--- src/rtl/dds_pkg.sv ---
// Shared constants and elaboration-time helpers for the DDS waveform generator:
// one-hot wave codes, mid-scale value and the quarter-wave sine table entries.
package dds_pkg;

   localparam logic [3:0] WAVE_SINE   = 4'b0001;
   localparam logic [3:0] WAVE_SQUARE = 4'b0010;
   localparam logic [3:0] WAVE_TRI    = 4'b0100;
   localparam logic [3:0] WAVE_SAW    = 4'b1000;

   typedef enum logic [2:0] {
      SEL_MID,
      SEL_SINE,
      SEL_SQUARE,
      SEL_TRI,
      SEL_SAW
   } wave_sel_e;

   function automatic int mid_scale(input int data_w);
      return 1 << (data_w - 1);
   endfunction

   // Anything that is not exactly one-hot parks the output at mid-scale.
   function automatic wave_sel_e decode_wave(input logic [3:0] w);
      case (w)
         WAVE_SINE:   return SEL_SINE;
         WAVE_SQUARE: return SEL_SQUARE;
         WAVE_TRI:    return SEL_TRI;
         WAVE_SAW:    return SEL_SAW;
         default:     return SEL_MID;
      endcase
   endfunction

   // Entry k of the quarter-wave table, sampled at half-step centres so the
   // mirrored quadrants need no extra offset. A Taylor series keeps this
   // independent of tool support for real math system functions.
   function automatic int sine_entry(input int k, input int addr_w, input int data_w);
      real x, term, s;
      x    = 2.0 * 3.14159265358979 * (real'(k) + 0.5) / real'(1 << addr_w);
      term = x;
      s    = x;
      for (int i = 1; i < 12; i++) begin
         term = -term * x * x / real'((2 * i) * (2 * i + 1));
         s    = s + term;
      end
      return $rtoi(real'(mid_scale(data_w) - 1) * s + 0.5);
   endfunction

endpackage

--- src/rtl/dds_wave_gen_if.sv ---
// Configuration handshake and DAC-side outputs of the DDS waveform generator.
interface dds_wave_gen_if #(
   parameter int PHASE_W = 32,
   parameter int DATA_W  = 8
);
   logic               cfg_valid;
   logic               cfg_ready;
   logic [PHASE_W-1:0] cfg_freq;
   logic [PHASE_W-1:0] cfg_phase;
   logic [3:0]         cfg_wave;
   logic [DATA_W-1:0]  dac_data;
   logic               dac_valid;
   logic               wrap;

   modport master (
      output cfg_valid, cfg_freq, cfg_phase, cfg_wave,
      input  cfg_ready, dac_data, dac_valid, wrap
   );

   modport slave (
      input  cfg_valid, cfg_freq, cfg_phase, cfg_wave,
      output cfg_ready, dac_data, dac_valid, wrap
   );
endinterface

--- src/rtl/dds_sine_lut.sv ---
// Quarter-wave sine ROM with registered read; folds the quarter index and
// applies the half-wave sign so the output is a full offset-binary sample.
module dds_sine_lut
   import dds_pkg::*;
#(
   parameter int ADDR_W = 10,
   parameter int DATA_W = 8
) (
   input  logic              clk,
   input  logic              rst,
   input  logic [ADDR_W-1:0] addr,
   output logic [DATA_W-1:0] sample
);
   localparam int QN = 1 << (ADDR_W - 2);
   localparam logic [DATA_W-1:0] MID = DATA_W'(mid_scale(DATA_W));

   logic [QN-1:0][DATA_W-1:0] rom;
   logic [ADDR_W-3:0]         idx;
   logic [DATA_W-1:0]         ent;

   for (genvar k = 0; k < QN; k++) begin : g_rom
      localparam logic [DATA_W-1:0] ENT = DATA_W'(sine_entry(k, ADDR_W, DATA_W));
      assign rom[k] = ENT;
   end

   // Second and fourth quadrants run the table backwards.
   assign idx = addr[ADDR_W-2] ? ~addr[ADDR_W-3:0] : addr[ADDR_W-3:0];
   assign ent = rom[idx];

   always_ff @(posedge clk) begin
      if (rst) sample <= MID;
      else     sample <= addr[ADDR_W-1] ? (MID - ent) : (MID + ent);
   end
endmodule

--- src/rtl/dds_wave_gen.sv ---
// Phase-accumulator DDS with glitch-free config updates (applied on phase wrap)
// and a two-stage sample pipeline feeding an offset-binary DAC.
module dds_wave_gen
   import dds_pkg::*;
#(
   parameter int PHASE_W = 32,
   parameter int ADDR_W  = 10,
   parameter int DATA_W  = 8
) (
   input  logic           sys_clk,
   input  logic           sys_rst,
   dds_wave_gen_if.slave  dds
);
   localparam int STAGES = 2;
   localparam int TOP_W  = (ADDR_W > DATA_W + 1) ? ADDR_W : DATA_W + 1;
   localparam logic [DATA_W-1:0] MID = DATA_W'(mid_scale(DATA_W));

   logic [PHASE_W-1:0] acc, freq_act, phase_act, freq_sh, phase_sh;
   logic [3:0]         wave_act, wave_sh;
   logic               pending, wrap_q;
   logic [PHASE_W:0]   acc_sum;
   logic               carry, accept, apply;

   assign acc_sum = {1'b0, acc} + {1'b0, freq_act};
   assign carry   = acc_sum[PHASE_W];
   assign accept  = dds.cfg_valid && !pending;
   // A stopped accumulator never wraps, so a pending config must not wait for one.
   assign apply   = pending && (carry || (freq_act == '0));

   always_ff @(posedge sys_clk) begin
      if (sys_rst) begin
         acc       <= '0;
         freq_act  <= '0;
         phase_act <= '0;
         wave_act  <= '0;
         freq_sh   <= '0;
         phase_sh  <= '0;
         wave_sh   <= '0;
         pending   <= 1'b0;
         wrap_q    <= 1'b0;
      end else begin
         acc    <= acc_sum[PHASE_W-1:0];
         wrap_q <= carry;
         if (apply) begin
            freq_act  <= freq_sh;
            phase_act <= phase_sh;
            wave_act  <= wave_sh;
         end
         if (accept) begin
            freq_sh  <= dds.cfg_freq;
            phase_sh <= dds.cfg_phase;
            wave_sh  <= dds.cfg_wave;
         end
         pending <= accept | (pending & ~apply);
      end
   end

   assign dds.cfg_ready = !pending;
   assign dds.wrap      = wrap_q;

   // Stage 1: offset phase (only the bits any waveform looks at) and decoded wave.
   logic [PHASE_W-1:0] p_sum;
   logic [TOP_W-1:0]   p1;
   wave_sel_e          sel1, sel2;
   logic [DATA_W-1:0]  shape_d, shape2, sine2;
   logic [DATA_W:0]    tri_u;
   logic [STAGES-1:0]  vld_pipe;

   assign p_sum = acc + phase_act;

   if (PHASE_W > TOP_W) begin : g_lsb
      logic unused_lsb;
      assign unused_lsb = ^p_sum[PHASE_W-TOP_W-1:0];
   end

   assign tri_u = p1[TOP_W-1 -: DATA_W+1];

   always_comb begin
      shape_d = MID;
      case (sel1)
         SEL_SQUARE: shape_d = p1[TOP_W-1] ? '0 : '1;
         SEL_TRI:    shape_d = tri_u[DATA_W] ? ~tri_u[DATA_W-1:0] : tri_u[DATA_W-1:0];
         SEL_SAW:    shape_d = p1[TOP_W-1 -: DATA_W];
         default:    shape_d = MID;
      endcase
   end

   always_ff @(posedge sys_clk) begin
      if (sys_rst) begin
         p1       <= '0;
         sel1     <= SEL_MID;
         sel2     <= SEL_MID;
         shape2   <= MID;
         vld_pipe <= '0;
      end else begin
         p1       <= p_sum[PHASE_W-1 -: TOP_W];
         sel1     <= decode_wave(wave_act);
         sel2     <= sel1;
         shape2   <= shape_d;
         vld_pipe <= {vld_pipe[STAGES-2:0], 1'b1};
      end
   end

   // The ROM read is the stage-2 register for the sine path.
   dds_sine_lut #(
      .ADDR_W (ADDR_W),
      .DATA_W (DATA_W)
   ) u_sine (
      .clk    (sys_clk),
      .rst    (sys_rst),
      .addr   (p1[TOP_W-1 -: ADDR_W]),
      .sample (sine2)
   );

   assign dds.dac_data  = (sel2 == SEL_SINE) ? sine2 : shape2;
   assign dds.dac_valid = vld_pipe[STAGES-1];
endmodule
--- src/flat_wrapper.sv ---
// flat-port wrapper written by rule: the top's interface ports become plain ports
module dds_wave_gen_flat import dds_pkg::*;
#(
   parameter int PHASE_W = 32,
   parameter int ADDR_W  = 10,
   parameter int DATA_W  = 8
)
  (sys_clk, sys_rst, dds_cfg_valid, dds_cfg_freq, dds_cfg_phase, dds_cfg_wave, dds_cfg_ready, dds_dac_data, dds_dac_valid, dds_wrap);
  dds_wave_gen_if #(.PHASE_W(PHASE_W), .DATA_W(DATA_W)) dds_i ();
  input  logic sys_clk;
  input  logic sys_rst;
  input wire logic [$bits(dds_i.cfg_valid)-1:0] dds_cfg_valid;
  input wire logic [$bits(dds_i.cfg_freq)-1:0] dds_cfg_freq;
  input wire logic [$bits(dds_i.cfg_phase)-1:0] dds_cfg_phase;
  input wire logic [$bits(dds_i.cfg_wave)-1:0] dds_cfg_wave;
  output wire logic [$bits(dds_i.cfg_ready)-1:0] dds_cfg_ready;
  output wire logic [$bits(dds_i.dac_data)-1:0] dds_dac_data;
  output wire logic [$bits(dds_i.dac_valid)-1:0] dds_dac_valid;
  output wire logic [$bits(dds_i.wrap)-1:0] dds_wrap;
  assign dds_i.cfg_valid = dds_cfg_valid;
  assign dds_i.cfg_freq = dds_cfg_freq;
  assign dds_i.cfg_phase = dds_cfg_phase;
  assign dds_i.cfg_wave = dds_cfg_wave;
  assign dds_cfg_ready = dds_i.cfg_ready;
  assign dds_dac_data = dds_i.dac_data;
  assign dds_dac_valid = dds_i.dac_valid;
  assign dds_wrap = dds_i.wrap;
  dds_wave_gen #(.PHASE_W(PHASE_W), .ADDR_W(ADDR_W), .DATA_W(DATA_W)) u_core (.sys_clk(sys_clk), .sys_rst(sys_rst), .dds(dds_i));
endmodule
--- config.mk ---
export PLATFORM = sky130hd
export DESIGN_NAME = dds_wave_gen_flat
export DESIGN_NICKNAME = d
export VERILOG_FILES = /design/src/rtl/dds_pkg.sv /design/src/rtl/dds_wave_gen_if.sv /design/src/rtl/dds_sine_lut.sv /design/src/rtl/dds_wave_gen.sv /design/src/flat_wrapper.sv
export SDC_FILE = /design/constraint.sdc
export NUM_CORES = 1
export LEC_CHECK = 0
export CORE_MARGIN = 2
export CORE_UTILIZATION = 55
export CTS_CLUSTER_SIZE = 28
export DETAILED_ROUTE_END_ITERATION = 7
export GPL_TIMING_DRIVEN = 0
export PLACE_DENSITY = 0.78
export SYNTH_ARGS = -nofsm -noshare
export SYNTH_HDL_FRONTEND = slang
export SYNTH_HIERARCHICAL = 1
export SYNTH_SLANG_ARGS = --single-unit
export TNS_END_PERCENT = 100
--- constraint.sdc ---
create_clock -name sys_clk -period 4.35 [get_ports sys_clk]
set_clock_uncertainty 0.2 [all_clocks]
set_input_delay 0.87 -clock sys_clk [delete_from_list [all_inputs] [get_ports sys_clk]]
set_output_delay 0.87 -clock sys_clk [all_outputs]
set_load 0.02 [all_outputs]
* Word-level counts from Yosys, hierarchy flattened
Memories as Yosys holds them, arrays and structs flattened. Index checks and enable logic that the tools add are counted.
Cells by class: bitwise gates (word level) 5, $lt $le $gt $ge 1, equal/unequal tests 8, mux-type cells 9, reduce and logical (&&, ||, !) cells 5, add/sub/neg operators 4
Operator list (count):
- $mux 8 | 6
- $add 32x32->33 | 1
- $add 32x32->32 | 1
- $logic_not 32->1 | 1
- $pmux 8 s3 | 1
- $not 8->8 | 2
- $pmux 3 s4 | 1
- $lt 8x9->1 const B | 1
- $add 8x8->8 const A | 1
- $sub 8x8->8 const A | 1
- $eq 3x2->1 const B | 2
- $eq 4x1->1 const B | 1
- $eq 4x2->1 const B | 1
- $eq 4x3->1 const B | 1
- $eq 4x4->1 const B | 1
- $eq 3x1->1 const B | 1
- $eq 3x3->1 const B | 1
- $logic_and 1x1->1 | 2
- $and 1x1->1 | 1
- $logic_not 1->1 | 1
- $logic_or 1x1->1 | 1
- $mux 1 | 1
- $not 1->1 | 1
- $or 1x1->1 | 1
Word-level totals: memory bits (read-only) 2048, word-level logic and storage cells 49, input port bits 71, register bits 204, memories 1, output and inout port bits 11
Memories:
- (no name shown) | depth 256, bits a word 8, rd ports 1, clocked after memory_dff 0, write ports 0, line dds_sine_lut.sv:28 | assign ent = rom[idx];

* Longest topological paths before layout
depth in word-level cells 6, depth in mapped cells 19, gate-level depth less buffers 14

* Hierarchy
The synthesis kept the hierarchy.
By module, submodules not included:
- dds_wave_gen | cells an instance 1194, times used 1, area each 9854.5 µm²
- dds_sine_lut | cells an instance 494, times used 1, area each 3334.4 µm²

* Worst setup path before layout
No wires, ideal clock.
path type flip-flop to flip-flop, start register u_core.p1[8], end register u_core.u_sine.sample[4], cell stages (with the launch flop) 18, arrival 3.790 ns, clock period less this slack 4.116 ns, path slack 0.234 ns, path through dfxtp_1 -> buf_4 -> buf_4 -> buf_2 -> buf_1 -> xor2_1 -> inv_1 -> ha_1 -> clkbuf_1 -> mux4_2 -> mux2i_1 -> o211ai_1 -> a22oi_2 -> ha_1 -> inv_1 -> o41ai_1 -> xnor2_1 -> nor2_1
On the way: cells in the longest elaborated chain, start to end 5, elaborated cells between the ends (all ways) 6
Ends and longest elaborated chain:
- start, declared | line dds_wave_gen.sv:63 | logic [TOP_W-1:0] p1;
- start signal, assigned | line dds_wave_gen.sv:96 | p1 <= p_sum[PHASE_W-1 -: TOP_W];
- $mux 8 (*) | line dds_sine_lut.sv:27 | assign idx = addr[ADDR_W-2] ? ~addr[ADDR_W-3:0] : addr[ADDR_W-3:0];
- $mem_v2 256x8 (*)
- $mux 8 (not written as such) (*) | line dds_sine_lut.sv:28
- $add 8x8->8 / $sub 8x8->8 (equally long branches) | line dds_sine_lut.sv:32 | else sample <= addr[ADDR_W-1] ? (MID - ent) : (MID + ent);
- $mux 8 (*) | line dds_sine_lut.sv:32
- end signal, assigned | line dds_sine_lut.sv:32
- end, declared | line dds_sine_lut.sv:12 | output logic [DATA_W-1:0] sample
Mark *: on every way between the ends. The rest lies on a longest branch, timed or not. The select of a mux whose other input is x is not followed. A chain may end at the register's enable or synchronous reset.

* Worst setup path after layout
Ends and elaborated chain as after synthesis.

==> impl_metrics.py <==
metrics = {
    "critical_path": {
        "worstSetupStartpointType": "flop",
        "worstSetupPathType": "reg -> reg",
        "cp.required_ns": 4.53,
        "cp-end-kind": "flop",
        "worstPathArrival_ns": 4.36,
        "crit_path_max_fanout": 23,
    },
    "timing": {
        "relSlewSlack_pct": 20.1,
        "setup_viol": 0,
        "tns_ns": 0,
        "finalCritPeriodShare_pct": 96.2,
        "layout_setup_ws_ns": 0.167,
        "hold_viol_final": 0,
        "slew_violations": 0,
        "fmax_mhz": 239,
        "min_period_ns": 4.18,
        "worstMarginPinSlew_ns": 1.20,
        "rsz0062_at_grt": "no",
    },
    "route": {
        "drt-total-wl_microns": 50700,
        "vias": 13979,
        "postRouteAntennaNets": 0,
        "wl_per_cell_microns": 23.8,
        "drt_iter0_drc": 1389,
        "vias_per_cell": 6.56,
        "drcViolationCount": 0,
        "drtPass1Iterations": 6,
    },
    "grt": {
        "grt_antenna_before_repair": 0,
        "track_usage_pct": 39.0,
        "grt_overflow_total": 0,
        "grt_max_degree": 14,
        "grt_pass1_wl_microns": 77900,
        "grt_pass1_vias": 13859,
    },
    "finish": {
        "ff_latch_area_sq_um": 4090,
        "nNetsFinal": 1940,
        "final-instance-count-excl-fill": 2131,
        "drive_gt1_share_pct": 8.94,
        "fillers": 1917,
        "areaGrowthSynthToFinish_pct": 15.9,
        "n_antenna_cell": 0,
        "multiInputGateArea_sq_um": 8370,
    },
    "floorplanning": {
        "fp.dieW_microns": 159,
        "die_area_sq_um": 25200,
        "coreArea_sq_um": 23500,
        "initial_core_util_pct": 56.2,
        "num_io_pins": 82,
        "rows": 56,
        "die_h_microns": 159,
    },
    "synthesis": {
        "ys_async_sr_fraction_pct": 0,
        "synth_area_sq_um": 13200,
        "ys.warnings.count": 6,
        "ys_top_cells_by_area": "dfxtp_1 (31%), a21oi_1 (9.1%), nand2_1 (7.6%), ha_1 (6.7%), a31o_1 (4.5%)",
        "avgSynthCellArea_sq_um": 7.81,
        "synthAdderAreaFrac_pct": 6.96,
        "synthSimpleGateAreaFrac_pct": 20.7,
        "yosysSeqAreaShare_pct": 31.0,
        "ys.flop_type": "dfxtp_1",
        "synth_xor_area_share_pct": 2.79,
        "netlist_instances": 1688,
        "synthDistinctLibCells": 91,
        "syn_nets": 1831,
        "synth_seq_cells": 204,
        "synth-edff-count": 0,
        "yosysTopAreaCell": "dfxtp_1",
        "synth-compound-area-share_pct": 29.0,
        "netlist.area_leader.share_pct": 31.0,
        "synthMuxAreaShare_pct": 3.26,
        "synth_top_family_by_area": "compound AO/OA/AOI/OAI gates",
    },
    "clock_network": {
        "insertion_delay_ns": 0.53,
        "cts_hold_buffers": 0,
        "cts_tree": "built",
        "clock_sinks": 204,
        "cts_buffer_depth": 3,
        "htree_num_levels": 1,
        "cts_buffers": 22,
        "clock-root-buffer": "clkbuf_16",
        "clk_pin_slew_worst_paths_ns": 0.06,
    },
    "place": {
        "post-dp-hpwl_microns": 37100,
        "dp_slack_ns": -1.24,
        "gp_congestion": 1.00,
        "dpl.cell_count": 2088,
        "numPortBuffers": 81,
    },
    "pwr": {
        "cellPowerDensity_nw_per_um2": 388,
        "leakage_nw": 5.96,
        "vdd_drop_max_mv": 0.342,
    },
    "job": {
        "cap_violations": 0,
    },
    "run_status": {
        "status": "finished, final reports clean",
    },
    "hold_path": {
        "hold_path.class": "reg -> reg",
    },
}
## cells in the final DEF, fill, tap and decap left out, types with 16 or more instances in the layout
cell type / instances
dfxtp_1: 202
xnor2_1: 27
clkdlybuf4s50_1: 81
clkbuf_1: 72
ha_1: 68
o21ai_0: 61
inv_1: 23
and2_1: 19
a21o_1: 26
o22ai_1: 19
nor2_1: 93
nor3_1: 20
a31o_1: 68
mux2_2: 16
clkbuf_16: 22
o21a_1: 18
a21oi_1: 239
nand4_1: 19
o211ai_1: 25
a31oi_1: 17
nand2_1: 268
nor2b_1: 30
nand2b_1: 28
buf_2: 29
nand3_1: 27
## power breakdown
group          switching (mW)  internal, mW
registers               0.115          2.00
logic                    1.32         0.647
clock network           0.774          1.07
## final timing paths
| check | from | to | slack, ns | cells after the start |
|---|---|---|---|---|
| worst min register to register | u_core/vld_pipe[0] | u_core/vld_pipe[1] | 0.24 | 1 |
| worst max-delay path | u_core/p1[8] | u_core/u_sine/sample[4] | 0.17 | 17 |
| worst max register to register | u_core/p1[8] | u_core/u_sine/sample[4] | 0.17 | 17 |
| worst min-delay path | u_core/vld_pipe[0] | u_core/vld_pipe[1] | 0.24 | 1 |
## layer usage
layer / GRT usage (%) / routed length [microns] / vias up
li1: - / - / 6344
met1: 42.8 / 17800 / 6458
met2: 66.9 / 23900 / 875
met3: 6.19 / 4170 / 302
met4: 31.3 / 4810 / 0
met5: 0 / 0 / -
## per-stage QoR
| step | utilization, % | hold WS [ns] | power (mW) | cell area (sq um) |
|---|---|---|---|---|
| final | 65.1 | 0.239 | 5.92 | 15300 |
| after floorplan | - | 0.214 | 3.32 | 13200 |
| after detailed placement | 61.3 | 0.228 | 3.96 | 14400 |
| after global placement | 61.3 | 0.219 | 3.94 | 14400 |
| after CTS | 65.0 | 0.242 | 5.84 | 15300 |
| after global routing | 65.1 | 0.280 | 6.13 | 15300 |
## critical path, stage by stage (launching register included)
cell and delay, ns:
dfxtp_4 0.49, buf_8 0.20, buf_12 0.17, xor2_4 0.19, buf_4 0.15, ha_4 0.22, clkbuf_4 0.22, mux2i_1 0.17
o221ai_1 0.16, a221oi_2 0.35, o311ai_0 0.19, nand4_1 0.27, and2_1 0.21, ha_1 0.19, inv_1 0.07, o41ai_2 0.36
xnor2_1 0.16, nor2_1 0.06
## area by class of cell
type / instances / area share [%]
Buffer: 132 / 4.85
Clock buffer: 33 / 4.14
Clock inverter: 6 / 0.565
Inverter: 27 / 0.671
Multi-Input combinational cell: 1322 / 54.8
Sequential cell: 204 / 26.8
Tap cell: 319 / 2.61
Timing Repair Buffer: 88 / 5.65
## registers in the layout, indices dropped and copies added (netlist names)
name and cells:
u_core/acc 32, u_core/dds.wrap 1, u_core/freq_act 32, u_core/freq_sh 32, u_core/p1 10, u_core/pending 1
u_core/phase_act 32, u_core/phase_sh 32, u_core/sel1 3, u_core/sel2 3, u_core/shape2 8, u_core/u_sine/sample 8
u_core/vld_pipe 2, u_core/wave_act 4, u_core/wave_sh 4
## repair_timing
| action | 4_1_cts | 5_1_grt |
|---|---|---|
| gates cloned | 0 | 0 |
| gates resized for setup | 26 | 9 |
| pin swaps | 5 | 2 |
| setup buffers | 5 | 2 |
| setup endpoints to repair | 8 | 6 |
## Yosys cell counts, drive strengths merged (9+ instances only)
cell type and number:
o211ai 25, a21oi 243, buf 66, or2 12
o22ai 19, xnor2 27, xor2 15, o21ai 70
o21bai 12, nor3b 11, a21o 26, nand3 28
a31o 69, nor2 93, mux2i 16, ha 71
nor2b 31, clkbuf 69, nand4 19, dfxtp 204
nand2b 28, or3 9, nand2 268, o21a 18
a31oi 17, mux2 20, nor3 20, o221ai 11
inv 26, nor4 14, a211oi 12, and2 19
## cells by family after synthesis
group                      count (synthesis)
adders and majority gates                 73
AOI/OAI and AO/OA                        590
xor gates and xnor gates                  42
buffers and inverters                    162
muxes                                     38
and+or+nand+nor                          579
DFF                                      204
No activity file was read; power rests on OpenSTA's default activity.
